`src/rtl/gcd_host_sequencer.sv`:
```
// rtl/gcd_host_sequencer.sv - operand-pair queue and sequencer driving an external GCD engine
module gcd_pair_fifo #(
    parameter int DW    = 16,
    parameter int DEPTH = 4
) (
    input  logic          clk,
    input  logic          reset,
    input  logic          push,
    input  logic [DW-1:0] wdata,
    input  logic          pop,
    output logic [DW-1:0] rdata,
    output logic          full,
    output logic          empty
);
    localparam int AW = (DEPTH > 1) ? $clog2(DEPTH) : 1;
    localparam int CW = $clog2(DEPTH + 1);

    logic [DW-1:0] mem [DEPTH];
    logic [AW-1:0] wr_ptr;
    logic [AW-1:0] rd_ptr;
    logic [CW-1:0] count;

    assign full  = (count == CW'(DEPTH));
    assign empty = (count == '0);
    assign rdata = mem[rd_ptr];

    // Storage array; contents are only meaningful below count, so no reset.
    always_ff @(posedge clk) begin
        if (push) begin
            mem[wr_ptr] <= wdata;
        end
    end

    // Pointers wrap naturally because DEPTH is a power of two.
    always_ff @(posedge clk) begin
        if (!reset) begin
            wr_ptr <= '0;
            rd_ptr <= '0;
            count  <= '0;
        end else begin
            if (push) begin
                wr_ptr <= wr_ptr + AW'(1);
            end
            if (pop) begin
                rd_ptr <= rd_ptr + AW'(1);
            end
            case ({push, pop})
                2'b10:   count <= count + CW'(1);
                2'b01:   count <= count - CW'(1);
                default: count <= count;
            endcase
        end
    end
endmodule

module gcd_host_sequencer #(
    parameter int WIDTH   = 8,
    parameter int DEPTH   = 4,
    parameter int TIMEOUT = 1023
) (
    input  logic             clk,
    input  logic             reset,
    input  logic             in_valid,
    output logic             in_ready,
    input  logic [WIDTH-1:0] in_x,
    input  logic [WIDTH-1:0] in_y,
    output logic             out_valid,
    input  logic             out_ready,
    output logic [WIDTH-1:0] out_gcd,
    output logic             out_err,
    output logic             gcd_rst_n,
    output logic             gcd_start,
    output logic [WIDTH-1:0] op_x,
    output logic [WIDTH-1:0] op_y,
    input  logic             gcd_done,
    input  logic [WIDTH-1:0] gcd_result,
    output logic             busy
);
    localparam int TW = $clog2(TIMEOUT + 1);

    typedef enum logic [2:0] {
        S_IDLE,
        S_CLEAR,
        S_LAUNCH,
        S_WAIT,
        S_CAPTURE,
        S_PRESENT
    } state_t;

    state_t             state_q;
    state_t             state_d;
    logic               fifo_full;
    logic               fifo_empty;
    logic               fifo_push;
    logic               fifo_pop;
    logic [2*WIDTH-1:0] fifo_head;
    logic [TW-1:0]      timer;
    logic               timed_out;
    logic               timer_max;

    assign in_ready  = !fifo_full;
    assign fifo_push = in_valid && !fifo_full;
    assign timer_max = (timer == TW'(TIMEOUT));
    assign out_valid = (state_q == S_PRESENT);
    assign busy      = (state_q != S_IDLE);

    gcd_pair_fifo #(
        .DW    (2 * WIDTH),
        .DEPTH (DEPTH)
    ) u_pair_fifo (
        .clk   (clk),
        .reset (reset),
        .push  (fifo_push),
        .wdata ({in_x, in_y}),
        .pop   (fifo_pop),
        .rdata (fifo_head),
        .full  (fifo_full),
        .empty (fifo_empty)
    );

    // State register.
    always_ff @(posedge clk) begin
        if (!reset) begin
            state_q <= S_IDLE;
        end else begin
            state_q <= state_d;
        end
    end

    // Next-state and engine control decode; engine held in reset outside a run.
    always_comb begin
        state_d   = state_q;
        gcd_rst_n = 1'b0;
        gcd_start = 1'b0;
        fifo_pop  = 1'b0;
        case (state_q)
            S_IDLE: begin
                if (!fifo_empty) begin
                    state_d = S_CLEAR;
                end
            end
            S_CLEAR: begin
                state_d = (op_x != '0 && op_y != '0) ? S_LAUNCH : S_CAPTURE;
            end
            S_LAUNCH: begin
                gcd_rst_n = 1'b1;
                gcd_start = 1'b1;
                state_d   = S_WAIT;
            end
            S_WAIT: begin
                gcd_rst_n = 1'b1;
                gcd_start = 1'b1;
                if (gcd_done || timer_max) begin
                    state_d = S_CAPTURE;
                end
            end
            S_CAPTURE: begin
                gcd_rst_n = 1'b1;
                fifo_pop  = !fifo_empty;
                state_d   = S_PRESENT;
            end
            S_PRESENT: begin
                gcd_rst_n = 1'b1;
                if (out_ready) begin
                    state_d = S_IDLE;
                end
            end
            default: begin
                state_d = S_IDLE;
            end
        endcase
    end

    // Operand latch, saturating wait timer and result capture.
    always_ff @(posedge clk) begin
        if (!reset) begin
            op_x      <= '0;
            op_y      <= '0;
            timer     <= '0;
            timed_out <= 1'b0;
            out_gcd   <= '0;
            out_err   <= 1'b0;
        end else begin
            case (state_q)
                S_IDLE: begin
                    if (!fifo_empty) begin
                        op_x <= fifo_head[2*WIDTH-1:WIDTH];
                        op_y <= fifo_head[WIDTH-1:0];
                    end
                end
                S_CLEAR: begin
                    timed_out <= 1'b0;
                end
                S_LAUNCH: begin
                    timer <= '0;
                end
                S_WAIT: begin
                    if (!timer_max) begin
                        timer <= timer + TW'(1);
                    end
                    if (!gcd_done && timer_max) begin
                        timed_out <= 1'b1;
                    end
                end
                S_CAPTURE: begin
                    if (op_x == '0 || op_y == '0) begin
                        out_gcd <= op_x | op_y;
                        out_err <= (op_x == '0) && (op_y == '0);
                    end else if (timed_out) begin
                        out_gcd <= '0;
                        out_err <= 1'b1;
                    end else begin
                        out_gcd <= gcd_result;
                        out_err <= 1'b0;
                    end
                end
                default: begin
                end
            endcase
        end
    end
endmodule

```
`config.mk`:
```
export PLATFORM = sky130hd
export DESIGN_NAME = gcd_host_sequencer
export DESIGN_NICKNAME = d
export VERILOG_FILES = /design/src/rtl/gcd_host_sequencer.sv
export SDC_FILE = /design/constraint.sdc
export NUM_CORES = 1
export LEC_CHECK = 0
export CAP_MARGIN = 20
export CORE_ASPECT_RATIO = 0.9
export CORE_MARGIN = 2
export CORE_UTILIZATION = 40
export CTS_CLUSTER_DIAMETER = 80
export DETAILED_ROUTE_END_ITERATION = 8
export SYNTH_ARGS = -nofsm -noshare
export SYNTH_HDL_FRONTEND = slang
export SYNTH_SLANG_ARGS = --single-unit
```
`constraint.sdc`:
```
create_clock -name clk -period 2.2 [get_ports clk]
set_input_delay 0.33 -clock clk [delete_from_list [all_inputs] [get_ports clk]]
set_output_delay 0.33 -clock clk [all_outputs]
set_load 0.1 [all_outputs]
```
==> impl.org, run 1 <==
** Status
- Status :: finished, final reports clean

** Global routing
- Antenna violations before repair :: 0
- Global routing used 15.9% of the available tracks.
- Entering global routing, the biggest net connects 23 pins.
- The first global-routing pass estimated 15500 um of wire.
- The via count of the first global-routing pass was 3009.
- Gr ovfl total :: 0

** STA
- Slew @ Worst Pin :: 0.615 ns
- The final-report hold violation count is 0.
- Fmax achieved :: 0.466 GHz
- In the post-route analysis, the smallest setup slack over all paths is 0.0521 ns.
- Setup repair after global routing left no endpoint under its margin.
- Final period utilization :: 97.6%
- In this run the tightest slew margin relative to its limit is 57.9%.
- Setup violations remaining at the end of the flow were counted as 0.
- Counting I/O delays and the setup requirement, the final critical path takes 2.15 ns.
- The final count of pins violating max slew was 0.
- Between clock sinks in the finished design, the worst skew comes to 0.0104 ns.
- Final hold slack :: 0.498 ns

** Layout
- Summing all flip-flop and latch instances after layout gives 2850 um2.
- Post-synthesis to final-layout area growth :: 23.4%
- The final layout contains 456 nets.
- Summing all multi-input logic gate instances after layout gives 1710 um2.
- The number of antenna diodes in the final layout is 0.
- The layout has 1011 filler cells.
- Fraction of layout instances using a drive strength above 1 :: 24.2%

** Clock tree
- Counting the buffers created by CTS gives 9.
- In this run the deepest clock path goes through 2 buffers.
- Clock-pin slew was measured on the worst setup and hold paths at 0.07 ns.
- The tree is rooted in a sky130_fd_sc_hd__clkbuf_16.
- Hold Buf Count CTS :: 0
- The H-tree was split into 3 levels.
- Insertion delay of the later-clocked pin in the worst-skew pair :: 0.35 ns
- TritonCTS clock tree :: done
- # clock sinks :: 110

** Power and ir drop
- The analysis attributes to cell leakage a power of 2.03 nW.
- Power, Total :: 8.03 mW
- Worst supply voltage drop on vdd :: 0.564 mV
- Total power density per cell area :: 1380 nW/um2

** Synthesis
- The number of nets in the synthesized netlist is 391.
- The average instance in the mapped netlist occupies 13.3 um2.
- Synthesis inferred 110 register bits.
- For this run, the leading register cell type out of synthesis is sky130_fd_sc_hd__edfxtp_1.
- Number of enable flip-flop cells after synthesis :: 64
- The mapped netlist covers 4710 um2.
- Mapped Cells :: 355
- Number of distinct standard cells referenced by the synthesized netlist :: 53
- Post-synth ARST share :: 0%
- Proportion of synthesized chip area in sequential cells :: 60.4%
- During synthesis, Yosys emitted a total of 0 warnings.

** Run
- Number of maximum-capacitance violations :: 0

** Critical path
- STA classifies the critical path endpoint as a register.
- The signal on the critical path passes through or3b_4, and2_4, inv_4, ha_4, inv_2, fa_2, xor2_1, or3_1, a21boi_1.
- Library cell contributing the largest single delay on the critical path :: sky130_fd_sc_hd__or3b_4
- The worst setup path is of the register to register kind.
- Of all nets on the critical path, the largest fanout is 6.
- CP required :: 2.47 ns
- STA puts the critical path data arrival time at 2.42 ns.
- CP startpoint kind :: register
- On the worst path, the slowest cell contributes a delay of 0.42 ns.

** Drt
- Total Routed Length :: 9750 um
- Total routed wire length on the met1 layer :: 4560 um
- For this block, the via count after detailed routing is 3048.
- DR WL met2 :: 4710 um
- Remaining design rule violation count :: 0
- Drt first-iter violations :: 303
- The detail route stage leaves a number of antenna-violating nets equal to 0.
- Wire length per cell after detailed routing :: 16.8 um
- Signal routing reaches up to met4.
- After detailed routing, the met3 layer carries 409 um of wire.
- Via-to-Cell Ratio :: 5.25
- Number of iterations in the first detailed-routing pass :: 4

** Floorplan
- The floorplan step defined a die boundary enclosing 12600 um2.
- The initial utilization of the core area, before any placement, comes to 41.2%.
- Number of ports placed on the die boundary :: 59
- The core region is 11400 um2.
- Horizontal extent of the die :: 118 um
- The die is 107 um tall.
- The floorplan has 37 rows.

** Place
- At the placement stage, the worst setup path has a slack of 0.0434 ns.
- Last weighted congestion value of the routability-driven placer :: 0.807
- Dpl hpwl :: 6590 um
- Number of port buffers :: 58

** Hold path
- Worst min path class :: register to register
-- layout make-up --
cell class              count  share of cell area [%]
clock buffers               9                    3.88
inverters                   8                   0.776
clock inverters             7                    1.21
multi-input cells         214                    29.4
repair buffers             77                    12.2
well taps                 156                    3.36
flip-flops and latches    110                    49.1
-- state kept, by name, indices dropped and copies added, names as in the netlist --
| signal | count |
|---|---|
| u_pair_fifo.mem | 64 |
| timer | 10 |
| op_x | 8 |
| op_y | 8 |
| out_gcd | 8 |
| state_q | 3 |
| u_pair_fifo.count | 3 |
| u_pair_fifo.rd_ptr | 2 |
| u_pair_fifo.wr_ptr | 2 |
| out_err | 1 |
| timed_out | 1 |
-- placed cells by master (no fill, tap or decap), types with 3 or more instances in the layout --
cell type / instances
sky130_fd_sc_hd__a2111oi_0: 8
sky130_fd_sc_hd__a21boi_0: 15
sky130_fd_sc_hd__a21boi_1: 3
sky130_fd_sc_hd__a21oi_1: 6
sky130_fd_sc_hd__a311oi_1: 9
sky130_fd_sc_hd__and2_1: 7
sky130_fd_sc_hd__and3_1: 5
sky130_fd_sc_hd__buf_12: 5
sky130_fd_sc_hd__buf_4: 44
sky130_fd_sc_hd__clkbuf_16: 9
sky130_fd_sc_hd__clkdlybuf4s50_1: 28
sky130_fd_sc_hd__dfxtp_1: 44
sky130_fd_sc_hd__edfxtp_1: 64
sky130_fd_sc_hd__ha_1: 5
sky130_fd_sc_hd__inv_1: 5
sky130_fd_sc_hd__mux4_2: 16
sky130_fd_sc_hd__nand2_1: 42
sky130_fd_sc_hd__nand2b_1: 11
sky130_fd_sc_hd__nand3_1: 6
sky130_fd_sc_hd__nand4_1: 7
sky130_fd_sc_hd__nor2_1: 4
sky130_fd_sc_hd__nor3b_1: 3
sky130_fd_sc_hd__nor4_1: 5
sky130_fd_sc_hd__o211ai_1: 3
sky130_fd_sc_hd__o21ai_0: 14
sky130_fd_sc_hd__or3_1: 3
sky130_fd_sc_hd__xnor2_1: 3
sky130_fd_sc_hd__xor2_1: 4
-- cell usage after synthesis, types with 2 or more instances --
master	n	area share (%)
sky130_fd_sc_hd__or3_1	3	0.40
sky130_fd_sc_hd__o21a_1	2	0.32
sky130_fd_sc_hd__edfxtp_1	64	41
sky130_fd_sc_hd__o21ai_0	14	1.5
sky130_fd_sc_hd__and3_1	5	0.66
sky130_fd_sc_hd__nor3b_1	3	0.48
sky130_fd_sc_hd__nor2_1	4	0.32
sky130_fd_sc_hd__a22oi_1	2	0.32
sky130_fd_sc_hd__buf_6	4	0.96
sky130_fd_sc_hd__nor3_1	2	0.21
sky130_fd_sc_hd__a21boi_0	16	2.6
sky130_fd_sc_hd__nand2_1	42	3.4
sky130_fd_sc_hd__a21oi_1	6	0.64
sky130_fd_sc_hd__inv_1	7	0.56
sky130_fd_sc_hd__and2_1	8	1.1
sky130_fd_sc_hd__nand3_1	6	0.64
sky130_fd_sc_hd__a2111oi_0	8	1.5
sky130_fd_sc_hd__o211ai_1	3	0.48
sky130_fd_sc_hd__dfxtp_1	46	20
sky130_fd_sc_hd__ha_1	6	1.6
sky130_fd_sc_hd__nor2b_1	2	0.27
sky130_fd_sc_hd__mux4_2	16	7.7
sky130_fd_sc_hd__buf_2	6	0.64
sky130_fd_sc_hd__and4bb_2	2	0.53
sky130_fd_sc_hd__nor4_1	5	0.66
sky130_fd_sc_hd__nand4_1	7	0.93
sky130_fd_sc_hd__or4_1	2	0.32
sky130_fd_sc_hd__clkbuf_1	9	0.72
sky130_fd_sc_hd__buf_4	4	0.64
sky130_fd_sc_hd__or3b_1	2	0.37
sky130_fd_sc_hd__xor2_1	5	0.93
sky130_fd_sc_hd__and4_1	2	0.37
sky130_fd_sc_hd__xnor2_1	3	0.56
sky130_fd_sc_hd__nand2b_1	11	1.5
sky130_fd_sc_hd__a311oi_1	9	1.7
sky130_fd_sc_hd__a21boi_1	2	0.32
-- power by group --
| part | leakage (nW) | internal [mW] | switching, mW |
|---|---|---|---|
| Clock | 0.147 | 0.803 | 0.791 |
| Combinational | 0.919 | 1.01 | 2.70 |
| Sequential | 0.963 | 2.49 | 0.232 |
-- per-stage QoR --
step	setup TNS, ns	area (um2)	utilization (%)	cells
2_1_floorplan	-0.0618	4740	-	355
3_3_place_gp	0	5470	47.9	561
3_5_place_dp	0	5470	47.9	561
4_1_cts	0	5770	50.5	577
5_1_grt	0	5810	50.8	581
6_report	0	5810	50.8	581
-- routing by layer --
metal | global-route usage (%) | up-vias
met2 | 26.1 | 69
met3 | 4.36 | 7
met4 | 4.39 | 0
met1 | 20.9 | 1493
met5 | 0 | -
li1 | - | 1479
-- critical path: cells and delay by family, from the launching register on --
kind / cells / cell delay [ns]
xor+xnor: 1 / 0.15
flops: 1 / 0.35
fa+ha+maj: 2 / 0.45
simple gates: 3 / 0.89
compound gates: 1 / 0.13
buf+inv: 2 / 0.09
-- worst paths after layout --
kind | slack [ns] | cells past startpoint | from | end
worst min register to register | 0.50 | 2 | timer[7] | timer[7]
worst max-delay path | 0.05 | 9 | u_pair_fifo.count[0] | u_pair_fifo.count[2]
worst max register to register | 0.05 | 9 | u_pair_fifo.count[0] | u_pair_fifo.count[2]
worst min-delay path | 0.50 | 2 | timer[7] | timer[7]
-- cell families after synthesis --
| kind of cell | synth area share (%) |
|---|---|
| flops | 60.4 |
| mux | 7.87 |
| xor+xnor | 1.49 |
| simple gates | 13.8 |
| compound gates | 10.5 |
| fa+ha+maj | 2.02 |
| buf+inv | 3.86 |
-- timing repair --
item | CTS | global route
endpoints found under the setup margin | 0 | 1
gates resized for setup | 0 | 4
buffers inserted | 0 | 4
No activity file was read; power rests on OpenSTA's default activity.
==> inputs of run 2 (changes only) <==
==> constraint.sdc (replaced) <==
create_clock -name clk -period 2.55 [get_ports clk]
set_input_delay 0.3825 -clock clk [delete_from_list [all_inputs] [get_ports clk]]
set_output_delay 0.3825 -clock clk [all_outputs]
set_load 0.1 [all_outputs]
==> run 2 against run 1 <==
Net effect: sequential cell count unchanged; die area unchanged; largest power group unchanged; largest cell class unchanged; count of clock-buffer cells in the layout unchanged; critical endpoint unchanged.
==> impl.org, run 2 (synthesis gave the netlist of run 1 again) <==
** Status
- The flow ran to the end, and the final reports show no timing, DRC or antenna violations.

** Global routing
- Entering global routing, the biggest net connects 25 pins.
- Vias in the first global route :: 2922
- After global routing the overflow that remains totals 0.
- Global-route wire length before repair :: 15300 um
- Global-route total usage across every layer :: 15.5%
- Antenna violations before repair :: 0

** STA
- The worst path uses 95.1% of the clock period.
- After routing, the total negative slack on setup checks comes to 0 ns.
- Based on the critical path, the design can be clocked at up to 0.413 GHz.
- Layout Skew :: 0.00581 ns
- In this run the tightest slew margin relative to its limit is 56.5%.
- Slew @ Worst Pin :: 0.636 ns
- # setup viols final :: 0
- Number of slew-limit violations in the final report :: 0
- Unrepaired setup endpoints after global routing :: false
- The routed design could run at a clock period as short as 2.42 ns.
- The final-report hold violation count is 0.

** Place
- In this run the cell area measured after placement is 5390 um2.
- Number of port buffers :: 58
- Last weighted congestion value of the routability-driven placer :: 0.772
- After legalization and detailed placement, the total HPWL measured 6350 um.

** Hold path
- Worst min path class :: register to register

** Floorplan
- Number of ports placed on the die boundary :: 59
- Die ar. :: 12600 um2
- Horizontal extent of the die :: 118 um
- In this run the core area contains 37 standard-cell rows.
- The initial utilization of the core area, before any placement, comes to 41.2%.
- Core footprint :: 11400 um2
- Measured along the y axis, the die boundary spans 107 um.

** Critical path
- The worst setup path is launched from a register.
- Largest driver fanout on the critical path :: 6
- Data on the critical path arrives at its endpoint at 2.70 ns.
- Data on the critical path is required at its endpoint by 2.82 ns.
- Path type of the worst setup path :: register to register
- STA classifies the critical path endpoint as a register.

** Power and ir drop
- Sequential cells burn 34.6% of the power.
- Power spread over the standard cell area amounts to 1190 nW/um2.
- VDD sags by at most 0.533 mV.
- Switching Power :: 3.12 mW
- Clock group share of total power :: 20.9%
- Int Power :: 3.69 mW
- Share of total power in combinational logic :: 44.6%
- Leak :: 1.99 nW
- Net switching is 45.8% of the power.

** Drt
- Remaining design rule violation count :: 0
- After detailed routing, the average wire length per cell comes to 16.0 um.
- Via count :: 2990
- Routed met3 length :: 554 um
- Total routed wire length on the met1 layer :: 4470 um
- Uppermost metal layer occupied by signal nets :: met4
- Via-to-Cell Ratio :: 5.19
- The routed design uses 4040 um of met2 wire.
- Wires add up to 9190 um.
- The first routing iteration left 201 violations.
- The first TritonRoute pass finished after 4 iterations.
- DRT antenna net count :: 0

** Layout
- Leaving out fill and tap cells, the most frequent cell in the layout is sky130_fd_sc_hd__edfxtp_1.
- The largest registers in the layout are u_pair_fifo.mem (64), timer (10).
- In the layout the commonest cells are sky130_fd_sc_hd__edfxtp_1, sky130_fd_sc_hd__dfxtp_1, sky130_fd_sc_hd__buf_4, sky130_fd_sc_hd__nand2_1, sky130_fd_sc_hd__clkdlybuf4s50_1.
- Area of all placed cells without fillers :: 5700 um2
- 0 antenna diodes ended up in the layout.
- Net total in the final layout :: 451
- Filler Cell Count :: 1019
- Fraction of layout instances using a drive strength above 1 :: 21.4%
- Post-synthesis to final-layout area growth :: 21.1%
- Biggest register :: u_pair_fifo.mem
- The register with the most flip-flops in the layout has 64 of them.

** Clock tree
- Clock-pin slew was measured on the worst setup and hold paths at 0.07 ns.
- Once the clock tree was built, the setup fixing pass inserted 0 buffers.
- Number of H-tree branching levels :: 3
- CTS saw 110 sinks.
- TritonCTS clock tree :: done
- Clock tree root buffer cell :: sky130_fd_sc_hd__clkbuf_16
- The longest clock path from root to sink contains 2 buffers.
- Insertion delay of the later-clocked pin in the worst-skew pair :: 0.35 ns
- The number of clock buffers added by TritonCTS is 9.

** Run
- Across the run, the number of max-cap violations was 0.
[run 2: metal layers]
layer,vias to the layer above,GRT usage [%]
li1,1473,-
met1,1429,21.0
met2,77,24.4
met3,11,3.88
met4,0,5.16
met5,-,0
[run 2: repair_timing]
action	CTS	global route
hold buffers	0	0
gates resized for setup	0	2
setup endpoints to repair	0	1
[run 2: power groups by stage]
stage / Clock [mW] / Sequential (mW) / Combinational (mW)
3_5_place_dp: 0 / 2.39 / 3.05
5_1_grt: 1.51 / 2.38 / 3.24
3_3_place_gp: 0 / 2.38 / 3.03
4_1_cts: 1.46 / 2.35 / 3.06
2_1_floorplan: 0 / 3.41 / 1.42
6_report: 1.42 / 2.35 / 3.03
[run 2: layout make-up]
cell class                      count  area, um2  share of cell area (%)
Clock buffer                        9        225                    3.95
Clock inverter                      7       85.1                    1.49
Inverter                            8       42.5                   0.746
Multi-Input combinational cell    214       1680                    29.6
Sequential cell                   110       2840                    49.9
Tap cell                          156        195                    3.42
Timing Repair Buffer               72        623                    10.9
[run 2: worst paths after layout]
| check | from | end | slack (ns) | depth (start not counted) |
|---|---|---|---|---|
| hold reg to reg | timer[2] | timer[2] | 0.50 | 1 |
| setup reg to reg | u_pair_fifo.count[0] | u_pair_fifo.count[2] | 0.13 | 9 |
| hold / removal | timer[2] | timer[2] | 0.50 | 1 |
| setup / recovery | u_pair_fifo.count[0] | u_pair_fifo.count[2] | 0.13 | 9 |
[run 2: metrics by stage]
stage	hold slack [ns]	utilization (%)	setup slack, ns	cells	total power, mW
global route	0.520	49.8	0.0287	576	7.13
detailed placement	0.479	47.1	0.0578	560	5.44
global placement	0.472	47.1	0.178	560	5.42
CTS	0.495	49.8	0.0865	576	6.87
floorplan	0.455	-	0.100	355	4.83
finish	0.496	49.8	0.126	576	6.81
[run 2: critical path, stage by stage (launching register included)]
cell and delay, ns:
sky130_fd_sc_hd__dfxtp_1 0.36, sky130_fd_sc_hd__or3b_4 0.44, sky130_fd_sc_hd__and2_1 0.20, sky130_fd_sc_hd__inv_1 0.08, sky130_fd_sc_hd__ha_1 0.18, sky130_fd_sc_hd__inv_1 0.06, sky130_fd_sc_hd__fa_1 0.38, sky130_fd_sc_hd__xor2_1 0.17
sky130_fd_sc_hd__or3_1 0.31, sky130_fd_sc_hd__a21boi_1 0.16
